## src/rtl/bp_lce_busy_governor.sv

```systemverilog
// LCE busy governor: per-port stall timeouts, programmable busy hold,
// outstanding-request credits and a saturating timeout event counter.
module bp_lce_busy_governor #(
  parameter int unsigned num_ports_p     = 3,
  parameter int unsigned timeout_limit_p = 4,
  parameter int unsigned hold_cycles_p   = 2,
  parameter int unsigned credits_p       = 2,
  parameter int unsigned event_width_p   = 16
) (
  input  logic                     clk_i,
  input  logic                     reset_i,
  input  logic                     timeout_en_i,
  input  logic [num_ports_p-1:0]   pkt_v_i,
  input  logic [num_ports_p-1:0]   pkt_yumi_i,
  input  logic                     req_ready_i,
  input  logic                     cmd_ready_i,
  input  logic                     credit_alloc_i,
  input  logic                     credit_return_i,
  output logic                     credits_full_o,
  output logic                     credits_empty_o,
  output logic                     cache_req_busy_o,
  output logic                     timeout_o,
  output logic [num_ports_p-1:0]   timeout_ports_o,
  output logic [event_width_p-1:0] timeout_events_o
);

  localparam int unsigned cnt_width_lp    = $clog2(timeout_limit_p + 1);
  localparam int unsigned hold_width_lp   = (hold_cycles_p > 1) ? $clog2(hold_cycles_p) : 1;
  localparam int unsigned credit_width_lp = $clog2(credits_p + 1);
  localparam int unsigned hold_load_int_lp = (hold_cycles_p > 0) ? (hold_cycles_p - 1) : 0;

  localparam logic [cnt_width_lp-1:0]    cnt_max_lp    = cnt_width_lp'(timeout_limit_p);
  localparam logic [hold_width_lp-1:0]   hold_load_lp  = hold_width_lp'(hold_load_int_lp);
  localparam logic [credit_width_lp-1:0] credit_max_lp = credit_width_lp'(credits_p);

  typedef enum logic {
    e_idle,
    e_hold
  } state_e;

  logic [cnt_width_lp-1:0]    cnt_r [num_ports_p];
  logic [hold_width_lp-1:0]   hold_cnt_r;
  logic [credit_width_lp-1:0] credit_r;
  state_e                     state_r;
  logic                       sat_en_r;
  logic                       any_sat;
  logic                       sat_en;
  logic                       events_max;

  // Per-port stall counters: count consecutive blocked cycles, saturating.
  always_ff @(posedge clk_i) begin
    for (int i = 0; i < int'(num_ports_p); i++) begin
      if (reset_i) begin
        cnt_r[i] <= '0;
      end else if (pkt_v_i[i] & ~pkt_yumi_i[i]) begin
        if (cnt_r[i] != cnt_max_lp) cnt_r[i] <= cnt_r[i] + cnt_width_lp'(1);
      end else begin
        cnt_r[i] <= '0;
      end
    end
  end

  // Saturated-port mask decoded from the registered counters.
  always_comb begin
    timeout_ports_o = '0;
    for (int i = 0; i < int'(num_ports_p); i++) begin
      timeout_ports_o[i] = (cnt_r[i] == cnt_max_lp);
    end
  end

  assign any_sat    = |timeout_ports_o;
  assign sat_en     = timeout_en_i & any_sat;
  assign events_max = &timeout_events_o;

  // Busy-hold FSM and timeout event counter.
  always_ff @(posedge clk_i) begin
    if (reset_i) begin
      state_r          <= e_idle;
      hold_cnt_r       <= '0;
      timeout_events_o <= '0;
      sat_en_r         <= 1'b0;
    end else begin
      sat_en_r <= sat_en;
      if (hold_cycles_p == 0) begin
        // No hold: events mark rising edges of enabled saturation.
        state_r    <= e_idle;
        hold_cnt_r <= '0;
        if (sat_en & ~sat_en_r & ~events_max)
          timeout_events_o <= timeout_events_o + event_width_p'(1);
      end else begin
        case (state_r)
          e_idle: begin
            if (sat_en) begin
              state_r    <= e_hold;
              hold_cnt_r <= hold_load_lp;
              if (~events_max) timeout_events_o <= timeout_events_o + event_width_p'(1);
            end
          end
          e_hold: begin
            if (~timeout_en_i) begin
              state_r <= e_idle;
            end else if (hold_cnt_r != '0) begin
              hold_cnt_r <= hold_cnt_r - hold_width_lp'(1);
            end else if (any_sat) begin
              // Still saturated: extend the hold without a new event.
              hold_cnt_r <= hold_load_lp;
            end else begin
              state_r <= e_idle;
            end
          end
          default: state_r <= e_idle;
        endcase
      end
    end
  end

  assign timeout_o = timeout_en_i & (any_sat | (state_r == e_hold));

  // Outstanding-request credit counter; illegal updates hold the count.
  always_ff @(posedge clk_i) begin
    if (reset_i) begin
      credit_r <= '0;
    end else begin
      case ({credit_alloc_i, credit_return_i})
        2'b10: begin
          assert (credit_r != credit_max_lp) else $error("credit alloc while full");
          if (credit_r != credit_max_lp) credit_r <= credit_r + credit_width_lp'(1);
        end
        2'b01: begin
          assert (credit_r != '0) else $error("credit return while empty");
          if (credit_r != '0) credit_r <= credit_r - credit_width_lp'(1);
        end
        default: credit_r <= credit_r;
      endcase
    end
  end

  assign credits_full_o   = (credit_r == credit_max_lp);
  assign credits_empty_o  = (credit_r == '0);
  assign cache_req_busy_o = credits_full_o | timeout_o | ~cmd_ready_i | ~req_ready_i;

endmodule
```

## config.mk

```make
export PLATFORM = sky130hd
export DESIGN_NAME = bp_lce_busy_governor
export DESIGN_NICKNAME = d
export VERILOG_FILES = /design/src/rtl/bp_lce_busy_governor.sv
export SDC_FILE = /design/constraint.sdc
export NUM_CORES = 1
export LEC_CHECK = 0
export CAP_MARGIN = 20
export CORE_ASPECT_RATIO = 0.6
export CORE_UTILIZATION = 41
export CTS_BUF_LIST = sky130_fd_sc_hd__clkbuf_4 sky130_fd_sc_hd__clkbuf_8 sky130_fd_sc_hd__clkbuf_16
export DETAILED_ROUTE_END_ITERATION = 12
export PLACE_DENSITY = 0.71
export SLEW_MARGIN = 20
export SYNTH_ARGS = -nofsm -noshare
export SYNTH_HDL_FRONTEND = slang
export SYNTH_SLANG_ARGS = --single-unit
```

## constraint.sdc

```tcl
create_clock -name clk_i -period 4.7 [get_ports clk_i]
set_input_delay 0.94 -clock clk_i [delete_from_list [all_inputs] [get_ports clk_i]]
set_output_delay 0.94 -clock clk_i [all_outputs]
set_load 0.005 [all_outputs]
```

==> results of run 1 <==
[cells in the mapped netlist, types with 4 or more instances]
master and n:
or4_1 8, nor2_1 10, o31ai_1 8, edfxtp_1 9, ha_1 9, and3_1 9
nor4_1 4, nand2_1 10, nand3_1 8, nor3b_1 5, a21oi_1 13, dfxtp_1 20
nor2b_1 8, inv_1 14, nand4_1 6, o21a_1 4
[per-layer routing]
metal / part of all wire / global-route usage
met2: 0.45 / 0.3046
met3: 0.067 / 0.06300
met4: 0.013 / 0.06780
met1: 0.47 / 0.2477
met5: 0 / 0
[cells by family (layout without fill, tap and decap cells)]
| kind of cell | count (synthesis) | in the layout | synth area share |
|---|---|---|---|
| flip-flops | 29 | 29 | 0.4104 |
| multiplexers | 6 | 6 | 0.03905 |
| adder cells (fa/ha/maj) | 9 | 9 | 0.06891 |
| buffers and inverters | 23 | 59 | 0.05742 |
| AO/OA/AOI/OAI | 37 | 37 | 0.1524 |
| AND/OR/NAND/NOR | 76 | 76 | 0.2718 |
[power breakdown]
part / switching (uW) / internal [uW]
sequential: 2.74 / 260
clock: 98.6 / 102
combinational: 15.7 / 19.6
total: 117 / 381
[area by class of cell]
| class | count | area (um2) |
|---|---|---|
| inverters | 15 | 56.30 |
| repair buffers | 36 | 357.8 |
| flip-flops and latches | 29 | 670.6 |
| fillers | 330 | 1645 |
| clock buffers | 5 | 68.82 |
| well taps | 47 | 58.81 |
| clock inverters | 3 | 16.27 |
| multi-input cells | 128 | 869.6 |
[critical path, delay by kind of cell]
kind / cells / cell delay [ns]
buffers and inverters: 2 / 0.97
and+or+nand+nor: 1 / 0.35
AOI/OAI and AO/OA: 1 / 0.17
[worst paths after layout]
| path | startpoint | to | slack, ns | cells past startpoint |
|---|---|---|---|---|
| hold / removal | hold_cnt_r | hold_cnt_r | 0.49 | 1 |
| setup / recovery | timeout_en_i | cache_req_busy_o | 1.32 | 4 |
| setup reg to reg | cnt_r[0][0] | timeout_events_o[13] | 2.29 | 6 |
| hold reg to reg | hold_cnt_r | hold_cnt_r | 0.49 | 1 |
[state kept, by name, indices dropped and copies added (netlist names)]
| register | flops |
|---|---|
| timeout_events_o | 16 |
| credit_r | 2 |
| hold_cnt_r | 1 |
| cnt_r | 9 |
| state_r | 1 |
[through the flow]
stage	utilization	cell area, um2	setup slack, ns
3_3_place_gp	0.5378	2013	1.390
2_1_floorplan	-	1634	2.364
5_1_grt	0.5605	2098	1.279
4_1_cts	0.5605	2098	1.324
6_report	0.5605	2098	1.323
3_5_place_dp	0.5378	2013	1.326
==> flow_summary_export.csv, run 1 <==
group,metric,value,unit
status,status,"finished clean",
flow_run,max_cap_viol_count,0,
floorplanning,start_util,0.4365,
worst_setup_path,worst-endpoint-required,3.76,ns
floorplanning,fp.dieH,50.90,um
clock_tree,cts_root_buf,"clkbuf_8",
drt,drt-initial-drc-count,54,
drt,total_wirelength,3.810,mm
worst_hold_path,hp-class,"reg -> reg",
place,number_of_instances_in_the_placed_design,255,
final_layout,final_cells,263,
clock_tree,postCtsSetupBuffers,0,
global_route,antenna_found_initial,0,
worst_setup_path,critPathMaxStageDelay,0.50,ns
power_and_ir_drop,total_power,498.4,uW
floorplanning,total_i_o_pin_count,36,
sta,finalCritPeriodShare,0.7186,
worst_setup_path,critical_path.endpoint_type,"output pin",
clock_tree,postCtsResizedCells,0,
place,gp_congestion,0.7874,
power_and_ir_drop,powerDensity,237.5,mW/mm2
final_layout,nets,237,
clock_tree,cts-hold-fix-buffers,0,
final_layout,most_used_cells_in_the_layout_excluding_fill_and_tap_cells,"clkdlybuf4s50_1 (35), dfxtp_1 (20), inv_1 (14), a21oi_1 (13)",
drt,residual_drc_count,0,
sta,setup_total_negative_slack,0,ns
drt,avgViaCountPerCell,5.726,
logic_synthesis,synth.yosys.seq_area_share,0.4104,
final_layout,drive_gt1_frac,0.06481,
logic_synthesis,number_of_different_library_cells_in_the_post_synthesis_netlist,39,
clock_tree,numCtsBuffers,5,
floorplanning,die_area,0.004250,mm2
final_layout,antenna_cells_inserted,0,
sta,report.final.hold_viol_count,0,
sta,final.setup_skew,0.01035,ns
global_route,grt_max_degree,30,
sta,worst-slew-pin-transition,0.9713,ns
logic_synthesis,synth_area,0.001634,mm2
logic_synthesis,postSynthNetCount,202,
worst_setup_path,critical_path_arrival,2.44,ns
drt,drtPass1Iterations,4,
logic_synthesis,synth_warnings,0,
worst_setup_path,critical_path.slowest_cell,"clkdlybuf4s50_1",
logic_synthesis,number_of_synthesized_flops_with_an_enable_pin,9,
clock_tree,cts.path.max_buffers,2,
place,place.detailed.hpwl,2.846,mm
clock_tree,clk_latency,0.28,ns
final_layout,most_common_library_cell_in_the_layout_ignoring_fill_and_taps,"clkdlybuf4s50_1",
logic_synthesis,post_synth_inst_count,180,
worst_setup_path,most_frequent_cp_cell,"clkdlybuf4s50_1",
final_layout,area_delta_synth_final,28.41,%
worst_setup_path,crit_path_cell_trace,"clkdlybuf4s50_1 -> o21a_1 -> or3_1 -> clkdlybuf4s50_1",
sta,timing.fmax,296.1,MHz
logic_synthesis,syn_area_per_cell,9.078,um2
worst_setup_path,worstPathMaxFanout,5,
clock_tree,tritoncts,"yes",
drt,vias,1506,
logic_synthesis,yosysTopAreaCellShare,0.2450,
sta,final_max_slew_viol_count,0,
logic_synthesis,synthArstFlopShare,0,
logic_synthesis,synth_top_cells_by_area,"dfxtp_1 (25%), edfxtp_1 (17%), ha_1 (6.9%)",
sta,slew_headroom,0.3525,
sta,finalWorstPathRequiredPeriod,3.377,ns
drt,postRouteAntennaNets,0,
global_route,grt.total_usage,0.1918,
power_and_ir_drop,power_leakage,0.0007771,uW
clock_tree,clkTransAtPathRegs,0.06,ns
floorplanning,rows,17,
logic_synthesis,ys.flop_type,"dfxtp_1",
global_route,first_global_vias,1336,
sta,setup_viol,0,
logic_synthesis,yosys.area.top_type,"dfxtp_1",
sta,whs,0.4870,ns
floorplanning,core_area,0.003744,mm2
power_and_ir_drop,ir_drop,128.0,uV
global_route,grt_pass1_wl,6.327,mm
clock_tree,cts.sink_count,29,
drt,avgRoutedWirePerCell,14.49,um
clock_tree,ctsHtreeMaxLevel,2,
global_route,overflow,0,
logic_synthesis,ys_ff_latch,29,
place,placement.io_buffers,35,
worst_setup_path,critPathLaunchType,"input pin",
floorplanning,die_x,83.50,um
worst_setup_path,criticalPathCategory,"in -> out",
sta,rsz0062_at_grt,"false",
No activity file was read; power rests on OpenSTA's default activity.
==> run 2, diff against run 1 <==
Clock period 4.7 ns to 3.4 ns, I/O delays scaled along.
==> run 2 against run 1 <==
Compared with the run above: flip-flop and latch count is the same; register-to-register slack worse by 1.3 ns; worst hold slack improved by 0.010 ns; cell count rose by 0.38%; critical path depth rose by 3; routed wire length fell by 2.9%; die area unchanged; sequential share of layout area fell by 0.057 points; highest routed layer unchanged.
==> flow_summary_export.csv, run 2 (synthesis gave the netlist of run 1 again) <==
group,metric,value,unit
drt,avgViaCountPerCell,5.686,
final_layout,nets,238,
clock_tree,cts.path.max_buffers,2,
sta,report.final.hold_viol_count,0,
power_and_ir_drop,power.clock.fraction,0.391,
clock_tree,ctsHtreeMaxLevel,2,
sta,final.setup_skew,0.004389,ns
worst_setup_path,worstPathMaxFanout,5,
power_and_ir_drop,power.sequential.fraction,0.536,
global_route,grt.total_usage,0.1869,
floorplanning,total_i_o_pin_count,36,
floorplanning,start_util,0.4365,
power_and_ir_drop,cellInternalPower,524.1,uW
worst_setup_path,criticalPathCategory,"reg -> out",
worst_setup_path,rr_startpoint,"timeout_events_o[8]",
worst_setup_path,r2r.worst_path.cells,5,
worst_setup_path,critical_path.endpoint_type,"output pin",
power_and_ir_drop,switching_share,0.2249,
clock_tree,postCtsResizedCells,0,
sta,rsz0062_at_grt,"false",
worst_hold_path,hp-class,"reg -> reg",
place,gp_congestion,0.7893,
floorplanning,rows,17,
sta,finalCritPeriodShare,0.8564,
drt,drtPass1Iterations,4,
global_route,antenna_found_initial,0,
sta,finalWorstPathRequiredPeriod,2.912,ns
final_layout,largest_reg_flops,16,
final_layout,drive_gt1_frac,0.05991,
power_and_ir_drop,power_switching,152.1,uW
worst_setup_path,timing.reg2reg.setup_slack,1.04,ns
place,placement.io_buffers,35,
global_route,first_global_vias,1397,
clock_tree,postCtsSetupBuffers,0,
final_layout,most_used_cells_in_the_layout_excluding_fill_and_tap_cells,"clkdlybuf4s50_1 (35), dfxtp_1 (20), inv_1 (14), a21oi_1 (13)",
drt,residual_drc_count,0,
final_layout,largest_registers,"timeout_events_o x16, cnt_r x9, credit_r x2",
final_layout,area_delta_synth_final,28.64,%
drt,drt-initial-drc-count,77,
global_route,grt_pass1_wl,6.230,mm
sta,setup_total_negative_slack,0,ns
final_layout,final_cells,264,
final_layout,antenna_cells_inserted,0,
floorplanning,core_area,0.003744,mm2
power_and_ir_drop,comb_pwr_share,0.073,
sta,worst-slew-pin-transition,0.9580,ns
power_and_ir_drop,powerDensity,321.7,mW/mm2
clock_tree,cts-hold-fix-buffers,0,
worst_setup_path,worst-endpoint-required,2.72,ns
place,number_of_instances_in_the_placed_design,256,
power_and_ir_drop,power_leakage,0.0007766,uW
status,status,"finished clean",
global_route,overflow,0,
drt,total_wirelength,3.700,mm
sta,slew_headroom,0.3614,
worst_setup_path,rr_endpoint,"timeout_events_o[9]",
worst_setup_path,setup.worst_path.end,"cache_req_busy_o",
drt,postRouteAntennaNets,0,
worst_setup_path,startpoint,"cnt_r[0][0]",
drt,avgRoutedWirePerCell,14.02,um
clock_tree,cts.sink_count,29,
clock_tree,clkTransAtPathRegs,0.06,ns
flow_run,max_cap_viol_count,0,
worst_setup_path,critical_path_arrival,2.23,ns
worst_setup_path,critPathLaunchType,"register",
final_layout,max_flop_register,"timeout_events_o",
sta,setup_viol,0,
floorplanning,die_area,0.004250,mm2
sta,final_max_slew_viol_count,0,
floorplanning,fp.dieH,50.90,um
clock_tree,numCtsBuffers,5,
clock_tree,clk_latency,0.28,ns
final_layout,most_common_library_cell_in_the_layout_ignoring_fill_and_taps,"clkdlybuf4s50_1",
place,place.detailed.hpwl,2.760,mm
clock_tree,cts_root_buf,"clkbuf_8",
floorplanning,die_x,83.50,um
sta,timing.fmax,343.5,MHz
global_route,grt_max_degree,30,
drt,vias,1501,
clock_tree,tritoncts,"yes",
power_and_ir_drop,ir_drop,150.4,uV
## run 2: how the worst min path moves through the flow
stage / from / cells past startpoint / to / slack [ns]
2_1_floorplan: hold_cnt_r / 1 / hold_cnt_r / 0.45
3_3_place_gp: hold_cnt_r / 1 / hold_cnt_r / 0.46
3_5_place_dp: hold_cnt_r / 1 / hold_cnt_r / 0.48
4_1_cts: hold_cnt_r / 1 / hold_cnt_r / 0.50
5_1_grt: timeout_events_o[6] / 2 / timeout_events_o[6] / 0.55
6_report: hold_cnt_r / 1 / hold_cnt_r / 0.50
## run 2: routing by layer
metal	global-route usage	up-vias	wire (um)
met5	0	-	0
met3	0.04362	5	212
met2	0.2978	39	1634
li1	-	745	-
met4	0.07627	0	47
met1	0.2480	712	1806
## run 2: power by group through the flow
stage | sequential [uW] | clock (uW) | combinational [uW]
final | 363 | 264 | 49.1
after global routing | 363 | 292 | 55.0
after CTS | 362 | 274 | 49.5
after detailed placement | 370 | 0 | 49.1
after global placement | 370 | 0 | 46.3
after floorplan | 369 | 0 | 22.2
## run 2: stage by stage
step / util / instance area, um2 / hold WS, ns / power (uW) / setup slack, ns
CTS: 0.5615 / 2102 / 0.4962 / 685.7 / 0.4893
floorplan: - / 1634 / 0.4480 / 391.4 / 1.382
detailed placement: 0.5398 / 2021 / 0.4824 / 419.2 / 0.5572
global route: 0.5615 / 2102 / 0.5468 / 709.6 / 0.3521
global placement: 0.5398 / 2021 / 0.4633 / 416.0 / 0.6053
finish: 0.5615 / 2102 / 0.4974 / 676.2 / 0.4884
## run 2: cell type report
class,instances,area [um2]
Inverter,15,56.30
Fill cell,330,1642
Clock buffer,5,68.82
Timing Repair Buffer,37,365.4
Multi-Input combinational cell,128,869.6
Tap cell,47,58.81
Clock inverter,3,12.51
Sequential cell,29,670.6
## run 2: critical path: stages (launching register included)
cell             delay [ns]
edfxtp_1               0.35
inv_1                  0.06
ha_1                   0.21
nand2_1                0.15
nand3_1                0.15
o21a_1                 0.23
or3_1                  0.34
clkdlybuf4s50_1        0.45
